===== src/rtl/icache_fill.sv =====
// Direct-mapped 32-line x 8-word instruction cache with a blocking line-fill
// controller. Hits return combinationally; a miss stalls fetch until all 8 words land.
module icache_fill #(
  parameter int MEM_LAT = 4
) (
  input  logic        clk,
  input  logic        rst,
  input  logic        fetch_req,
  input  logic [15:0] fetch_addr,
  output logic [15:0] fetch_instr,
  output logic        fetch_stall,
  output logic        mem_rd,
  output logic [15:0] mem_addr,
  input  logic [15:0] mem_data,
  input  logic        mem_valid,
  output logic [15:0] miss_count
);

  localparam logic [0:0] ST_IDLE = 1'b0;
  localparam logic [0:0] ST_FILL = 1'b1;

  logic [0:0]  state_r;
  logic [6:0]  tag_mem_r [0:31];
  logic [15:0] data_mem_r [0:255];
  logic [31:0] valid_r;
  logic [6:0]  fill_tag_r;
  logic [4:0]  fill_index_r;
  logic [3:0]  ic_r;
  logic [2:0]  rc_r;
  logic [15:0] miss_count_r;
  logic [15:0] mem_addr_r;
  logic        mem_rd_r;

  logic [6:0]  req_tag_s;
  logic [4:0]  req_index_s;
  logic [2:0]  req_off_s;
  logic        hit_s;
  logic        miss_s;
  logic        stall_s;
  logic [15:0] instr_s;
  logic        unused_s;

  assign req_tag_s   = fetch_addr[15:9];
  assign req_index_s = fetch_addr[8:4];
  assign req_off_s   = fetch_addr[3:1];
  assign unused_s    = fetch_addr[0];

  // Lookup, stall and instruction return
  always_comb begin
    hit_s   = 1'b0;
    miss_s  = 1'b0;
    stall_s = 1'b0;
    instr_s = 16'h0000;
    case (state_r)
      ST_IDLE: begin
        hit_s = valid_r[req_index_s] && (tag_mem_r[req_index_s] == req_tag_s);
        if (fetch_req && !hit_s) begin
          miss_s  = 1'b1;
          stall_s = 1'b1;
        end else if (fetch_req) begin
          instr_s = data_mem_r[{req_index_s, req_off_s}];
        end else begin
          instr_s = 16'h0000;
        end
      end
      ST_FILL: stall_s = 1'b1;
      default: stall_s = 1'b1;
    endcase
  end

  // Fill FSM: ic_r counts reads already issued, rc_r counts words returned
  always_ff @(posedge clk or negedge rst) begin
    if (!rst) begin
      state_r      <= ST_IDLE;
      valid_r      <= 32'h0000_0000;
      fill_tag_r   <= 7'd0;
      fill_index_r <= 5'd0;
      ic_r         <= 4'd0;
      rc_r         <= 3'd0;
      miss_count_r <= 16'h0000;
      mem_addr_r   <= 16'h0000;
      mem_rd_r     <= 1'b0;
    end else begin
      case (state_r)
        ST_IDLE: begin
          if (miss_s) begin
            state_r              <= ST_FILL;
            fill_tag_r           <= req_tag_s;
            fill_index_r         <= req_index_s;
            valid_r[req_index_s] <= 1'b0;
            miss_count_r         <= miss_count_r + 16'd1;
            ic_r                 <= 4'd1;
            rc_r                 <= 3'd0;
            mem_rd_r             <= 1'b1;
            mem_addr_r           <= {req_tag_s, req_index_s, 3'd0, 1'b0};
          end else begin
            mem_rd_r <= 1'b0;
          end
        end
        ST_FILL: begin
          if (!ic_r[3]) begin
            mem_rd_r   <= 1'b1;
            mem_addr_r <= {fill_tag_r, fill_index_r, ic_r[2:0], 1'b0};
            ic_r       <= ic_r + 4'd1;
          end else begin
            mem_rd_r <= 1'b0;
          end
          if (mem_valid) begin
            rc_r <= rc_r + 3'd1;
            if (rc_r == 3'd7) begin
              valid_r[fill_index_r] <= 1'b1;
              state_r               <= ST_IDLE;
              ic_r                  <= 4'd0;
            end
          end
        end
        default: state_r <= ST_IDLE;
      endcase
    end
  end

  // Tag/data arrays are not reset; writes only happen while filling
  always_ff @(posedge clk) begin
    if (state_r == ST_FILL && mem_valid) begin
      data_mem_r[{fill_index_r, rc_r}] <= mem_data;
      if (rc_r == 3'd7) begin
        tag_mem_r[fill_index_r] <= fill_tag_r;
      end
    end
  end

  assign fetch_instr = instr_s;
  assign fetch_stall = stall_s;
  assign mem_rd      = mem_rd_r;
  assign mem_addr    = mem_addr_r;
  assign miss_count  = miss_count_r;

endmodule


===== config.mk =====
export PLATFORM = sky130hd
export DESIGN_NAME = icache_fill
export DESIGN_NICKNAME = d
export VERILOG_FILES = /design/src/rtl/icache_fill.sv
export SDC_FILE = /design/constraint.sdc
export NUM_CORES = 2
export LEC_CHECK = 0
export ABC_AREA = 1
export ABC_CLOCK_PERIOD_IN_PS = 3800
export BUFFER_PORTS_ARGS = -buffer_cell sky130_fd_sc_hd__buf_4
export CAP_MARGIN = 25
export CORE_UTILIZATION = 37
export CTS_CLUSTER_DIAMETER = 60
export DETAILED_ROUTE_END_ITERATION = 10
export SLEW_MARGIN = 20
export SYNTH_ARGS = -nofsm -noshare
export SYNTH_HDL_FRONTEND = slang
export SYNTH_MEMORY_MAX_BITS = 65536
export SYNTH_SLANG_ARGS = --single-unit

===== constraint.sdc =====
create_clock -name clk -period 3.8 [get_ports clk]
set_input_delay 0.57 -clock clk [delete_from_list [all_inputs] [get_ports clk]]
set_output_delay 0.57 -clock clk [all_outputs]
set_load 0.01 [all_outputs]

* Word level (Yosys, flattened, before mapping)
Memories as Yosys holds them, arrays and structs flattened.
Cells that the tools add are included.
** Word-level totals
- Bits in registers :: 85
- Bits in writable memories :: 4320
- Output and inout bits :: 50
- Memories kept :: 2
** Memory list
- data_mem_r :: words 256, bits a word 16, rd ports 1, clocked after memory_dff 0, wr ports 1, line 24 : logic [15:0] data_mem_r [0:255];
- tag_mem_r :: words 32, bits a word 7, rd ports 1, clocked after memory_dff 0, wr ports 1, line 23 : logic [6:0] tag_mem_r [0:31];
** Operators by class
- Add/subtract/negate cells :: 3
- Magnitude comparators :: 4
- Equal/unequal tests :: 6
- Muxes and demuxes :: 38
- Bitwise logic cells :: 4
- Reduce and logical (&&, ||, !) cells :: 10
** Operators by type and width (number)
- 32-bit two-way mux :: 3
- 16-bit two-way mux :: 5
- 32-bit one-hot mux with 2 select lines :: 1
- 32-bit AND :: 1
- 32-bit inverter :: 1
- 32-bit bitwise OR :: 1
- 16-bit one-hot mux with 2 select lines :: 1
- 16-bit by 1-bit adder with 16-bit output, second input constant :: 1
- 4-bit two-way mux :: 4
- 1-bit two-way mux :: 14
- 5-bit by 6-bit less-than comparator with 1-bit output, second input constant :: 2
- 1-bit demux with 5-bit select :: 2
- 5-bit by 1-bit >= comparator with 1-bit output, second input constant :: 2
- 4-bit one-hot mux with 2 select lines :: 1
- 7-bit == test :: 1
- 3-bit two-way mux :: 2
- 2-bit != test, second input constant :: 3
- 1-bit one-hot mux with 2 select lines :: 3
- 3-bit one-hot mux with 2 select lines :: 1
- 2-bit AND reduction :: 3
- 1-bit binary-select mux with 5-bit select :: 1
- 1-bit logical AND :: 5
- 4-bit by 1-bit adder with 4-bit output, second input constant :: 1
- 3-bit by 1-bit adder with 3-bit output, second input constant :: 1
- 5 further kinds :: 5

* Longest topological paths before layout
- Depth after elaboration :: 9
- Depth in mapped cells :: 23

* Worst setup path before layout
OpenSTA, ideal clock, no wires.
- Path type :: in2out
- From :: input fetch_addr[8]
- To :: output fetch_instr[10]
- Arrival time :: 2515 ps
- Setup slack :: 715 ps
- Cell stages on the path :: 15
- Path buffers :: 3
- Cell sequence :: clkbuf_2 inv_1 nor3_4 clkbuf_2 nand2_1 nand2_1 nor2_1 nand3_2 nand3_1 nor2_2 nand2_4 nand2_4 nand3_4 buf_2 nor2_1
** On the way
- Cells in the longest elaborated chain, start to end :: 7
** Ends and longest elaborated chain
- from (decl) :: line 9 : input logic [15:0] fetch_addr,
- memory 32 x 7 bit / 1-bit binary-select mux with 5-bit select (equally long branches)
- 7-bit == test / 1-bit two-way mux (equally long branches) :: line 56 : hit_s = valid_r[req_index_s] && (tag_mem_r[req_index_s] == req_tag_s);
- 1-bit logical AND :: line 56
- 1-bit logical NOT :: line 57 : if (fetch_req && !hit_s) begin
- 1-bit logical AND :: line 57
- 16-bit two-way mux (*) :: line 57
- 16-bit two-way mux (*) :: line 54 : case (state_r)
- to (decl) :: line 10 : output logic [15:0] fetch_instr,
Mark *: on every way between the ends. The rest lies on a longest branch, timed or not. The select of a mux whose other input is x is not followed.

* Worst setup path after layout
- From :: memory data_mem_r[212][9]
- To :: output fetch_instr[9]
** On the way
- Cells in the longest elaborated chain, start to end :: 4
** Ends and longest elaborated chain
- from (decl) :: line 24
- memory 256 x 16 bit
- 16-bit two-way mux :: line 60 : end else if (fetch_req) begin
- 16-bit two-way mux :: line 57
- 16-bit two-way mux :: line 54
Every way passes these cells.

==> results.txt <==
* Worst Path Buf+Inv: 3
- In this run, distinct cell masters in the synthesized netlist total 45.
* Std-Cell Rows: 252
- Number of buffers on the longest clock path: 4
- The tree is rooted in a clkbuf_16.
- At the worst endpoint, the required time is 3.23 ns.
- Port buffering added 83 buffers.
- Overall Global Routing Usage: 21.5%
- FMAX: 0.237 GHz
- For this design the top-level I/O count stands at 86.
- The synthesized design contains 4404 register bits.
* TritonCTS Buffers: 441
- The synthesized netlist occupies a cell area of 0.176 mm2.
* First-pass GRT wire length: 769000 um
- OpenSTA, run right after detailed placement, puts the worst setup slack at -0.964 ns.
- Biggest area consumer among synthesized cells: edfxtp_1
- The final reports fail on setup timing.
- Final setup slack of the worst path: -0.427 ns
- RSZ-0062 raised after global routing: true
- Dominant combinational cell family by area after synthesis: compound AO/OA/AOI/OAI gates
* Slowest cell delay on critical path: 0.43 ns
- In the synthesized netlist the dominant register cell turns out to be edfxtp_1.
* Delay-heaviest family, CP: simple AND/OR/NAND/NOR gates
- For this design the static power due to leakage is 70.1 nW.
- Die Outline Area: 0.478 mm2
- The clock net in this run drives a total of 4404 sinks.
* Total number of yosys warnings: 0
- After clock tree synthesis, the clock-pin slew on the worst setup and hold paths is 0.06 ns.
- Maximum number of pins on one net before global-route repair: 115
- Multiplexer fraction of the synthesized cell area: 1.43%
* Summed negative setup slack over all endpoints: -3.52 ns
* Run status: complete, but fails checks
- Pwr Density: 521 mW/mm2
* Signed area change from the synthesized netlist to the final layout: 19.4%
- Die Span X: 691 um
- Final cell area excluding filler cells: 0.210 mm2
- Area fraction of the dominant cell type after synthesis: 73.8%
* Worst path most repeated cell: nor2_1
- IR analysis of the VDD net gives a maximum drop of 458 uV.
- The via count of the first global-routing pass was 110000.
* First-iteration detailed-routing DRC count: 14000
- In this run the number of H-tree levels came out at 5.
- Cell-by-cell trace of the critical path: nor2_1 -> nor2_1 -> o21ai_1 -> o21ai_1 -> o211ai_1 -> nand2_1 -> o21ai_2 -> buf_6 -> nand4_1 -> nor2_1 -> buf_6 -> nor2_2 -> buf_4
- Net count after synthesis: 13600
- Total power: 0.109 W
- The total overflow left after global routing is 0.
- The number of hold violations in the final report was 0.
* Max capacitance violation total: 0
- Fraction of final layout cells sized beyond drive strength 1: 15.6%
* Worst Clk Skew: 0.0919 ns
- Number of enable flip-flop cells after synthesis: 4320
- Critical Path AT: 3.66 ns
- Floorplan die height: 691 um
* Measured slew at the worst slew-check pin: 1.08 ns
- Remaining design rule violation count: 0
- Post-synthesis simple-gate area fraction: 10.1%
- TritonCTS clock tree: yes
* CP Capture Type: primary output
- Final critical-path share of the clock period: 111%
- Among all stages on the critical path, the largest delay is contributed by o211ai_1.
- Using the TritonRoute via totals, the vias-per-cell ratio works out to 5.52.
- Placeable Area: 0.472 mm2
- Remaining max-slew budget at the tightest pin: 27.7%
- Summing all placed instances gives a cell area of 0.193 mm2.
- Synth Area in Adders: 0.0498%
- The critical path is of the reg -> out type.
- Async set-or-reset flop fraction in the synthesized netlist: 1.91%
* Number of iterations in the first detailed-routing pass: 7
* Count of antenna-violating nets left after detailed routing: 0
- After detailed routing, the average wire length per cell comes to 25.4 um.
* Detailed-route via count: 116000
* Utilization after layout: 44.5%
- Antenna violations before repair: 25
* Sequential cell area fraction in the yosys report: 75.0%
- The wire-length estimate of the detail-placed layout is 329000 um.
* Cells after synthesis: 13500
- Hold crit path type: in -> reg
- Synth top area cells: edfxtp_1, nor2_1, o21ai_0
- Element type at the critical path start: register
- Post-layout net count: 14500
- Each instance of the synthesized netlist takes up on average 13.0 um2.
- For this configuration, the core starts out at a cell density of 37.2%.
- The routed design could run at a clock period as short as 4.23 ns.
- After Yosys synthesis, XOR and XNOR cells account for 0.0847% of the synthesized area.
- Setup violations remaining at the end of the flow were counted as 16.
- The later pin in the worst-skew pair is clocked with a latency of 1.09 ns.
* Drt total wl: 535000 um
- Routability congestion estimate: 0.873
* Compound-cell area share of the yosys netlist: 10.9%
* Number of pins with negative max-slew slack in the final report: 0
* Worst Path Max Fanout: 1
## stage by stage
stage / cells / hold WS (ns)
2_1_floorplan: 13500 / 0.274
3_3_place_gp: 20200 / 0.459
3_5_place_dp: 20200 / 0.467
4_1_cts: 21000 / 0.00553
5_1_grt: 21000 / 0.0488
6_report: 21000 / 0.0665
## worst register-to-register path, delay by kind of cell, from the launching register on
kind,cells,cell delay (ns)
flip-flops,1,0.50
buffers and inverters,3,0.89
AND/OR/NAND/NOR,3,1.52
## routing by layer
layer	vias up	GRT usage [%]	wire length [um]	share of wire, %
met5	-	0	53	0.0099
met4	8	7.31	20300	3.8
met3	859	3.71	46900	8.8
met2	4956	34.2	245000	46
met1	58600	30.0	222000	42
li1	51700	-	-	-
## layout by cell type (no fill, tap or decap), drive strengths merged
cell type / instances
a21oi: 18
a31oi: 15
a32o: 1
a41oi: 1
and3: 3
buf: 1415
bufbuf: 5
bufinv: 40
clkbuf: 551
clkinv: 206
clkinvlp: 17
conb: 1
dfrtp: 84
diode: 9
dlygate4sd3: 21
edfxtp: 4320
ha: 7
inv: 115
mux2i: 252
nand2: 981
nand3: 368
nand4: 46
nor2: 3083
nor3: 15
nor3b: 2
nor4: 5
o211ai: 807
o21ai: 2165
o221ai: 217
o22ai: 37
o31ai: 2
xnor2: 4
xor2: 13
## report_power, final
group          internal (W)  switching (W)
combinational       0.00322        0.00758
sequential           0.0545       0.000459
clock                0.0244         0.0192
total                0.0821         0.0272
## logic make-up (layout without fill, tap and decap cells)
family / Yosys count / count (layout)
adder cells (fa/ha/maj): 7 / 7
multiplexers: 252 / 252
buffers and inverters: 1064 / 2370
other: 1 / 10
AND/OR/NAND/NOR: 4503 / 4503
XOR/XNOR: 17 / 17
flip-flops: 4404 / 4404
AO/OA/AOI/OAI: 3263 / 3263
## synth_stat cells, types with 37 or more instances
cell,n
edfxtp_1,4320
nand4_1,46
o221ai_1,217
o22ai_1,37
clkbuf_1,672
nand2_1,975
o211ai_1,807
inv_1,92
buf_1,92
nor2_1,3081
buf_2,174
mux2i_1,252
nand3_1,365
dfrtp_1,84
o21ai_0,2150
## what timing repair did
action                     in CTS  in global routing
resized for setup             253                230
setup endpoints to repair      16                 16
hold buffers                   21                  0
hold endpoints to repair      266                  0
pin swaps                     104                132
buffers inserted               10                 30
gates cloned                    5                 10
## flip-flops by register name (all words and copies together) (netlist names)
register / cells
miss_count: 16
state_r: 1
mem_addr: 15
mem_rd: 1
data_mem_r: 4096
rc_r: 3
tag_mem_r: 224
valid_r: 32
fill_tag_r: 7
fill_index_r: 5
ic_r: 4
## cell type report
type / instances / area, um2
diodes: 9 / 22.5
repair buffers: 1451 / 14500
multi-input cells: 8043 / 40900
clock buffers: 541 / 11500
clock inverters: 268 / 2930
well taps: 6223 / 7790
inverters: 110 / 454
fillers: 41700 / 262000
flip-flops and latches: 4404 / 132000
## worst paths after layout
path	start	to	slack, ns	depth (start not counted)
max in group asynchronous	rst	valid_r[3]	2.83	3
setup / recovery	data_mem_r[212][9]	fetch_instr[9]	-0.43	13
setup reg to reg	rc_r[2]	data_mem_r[38][2]	0.59	6
hold reg to reg	valid_r[28]	valid_r[28]	0.48	2
hold / removal	mem_data[4]	data_mem_r[204][4]	0.07	1
min in group asynchronous	rst	miss_count[7]	0.12	2
No activity file was read; power rests on OpenSTA's default activity.
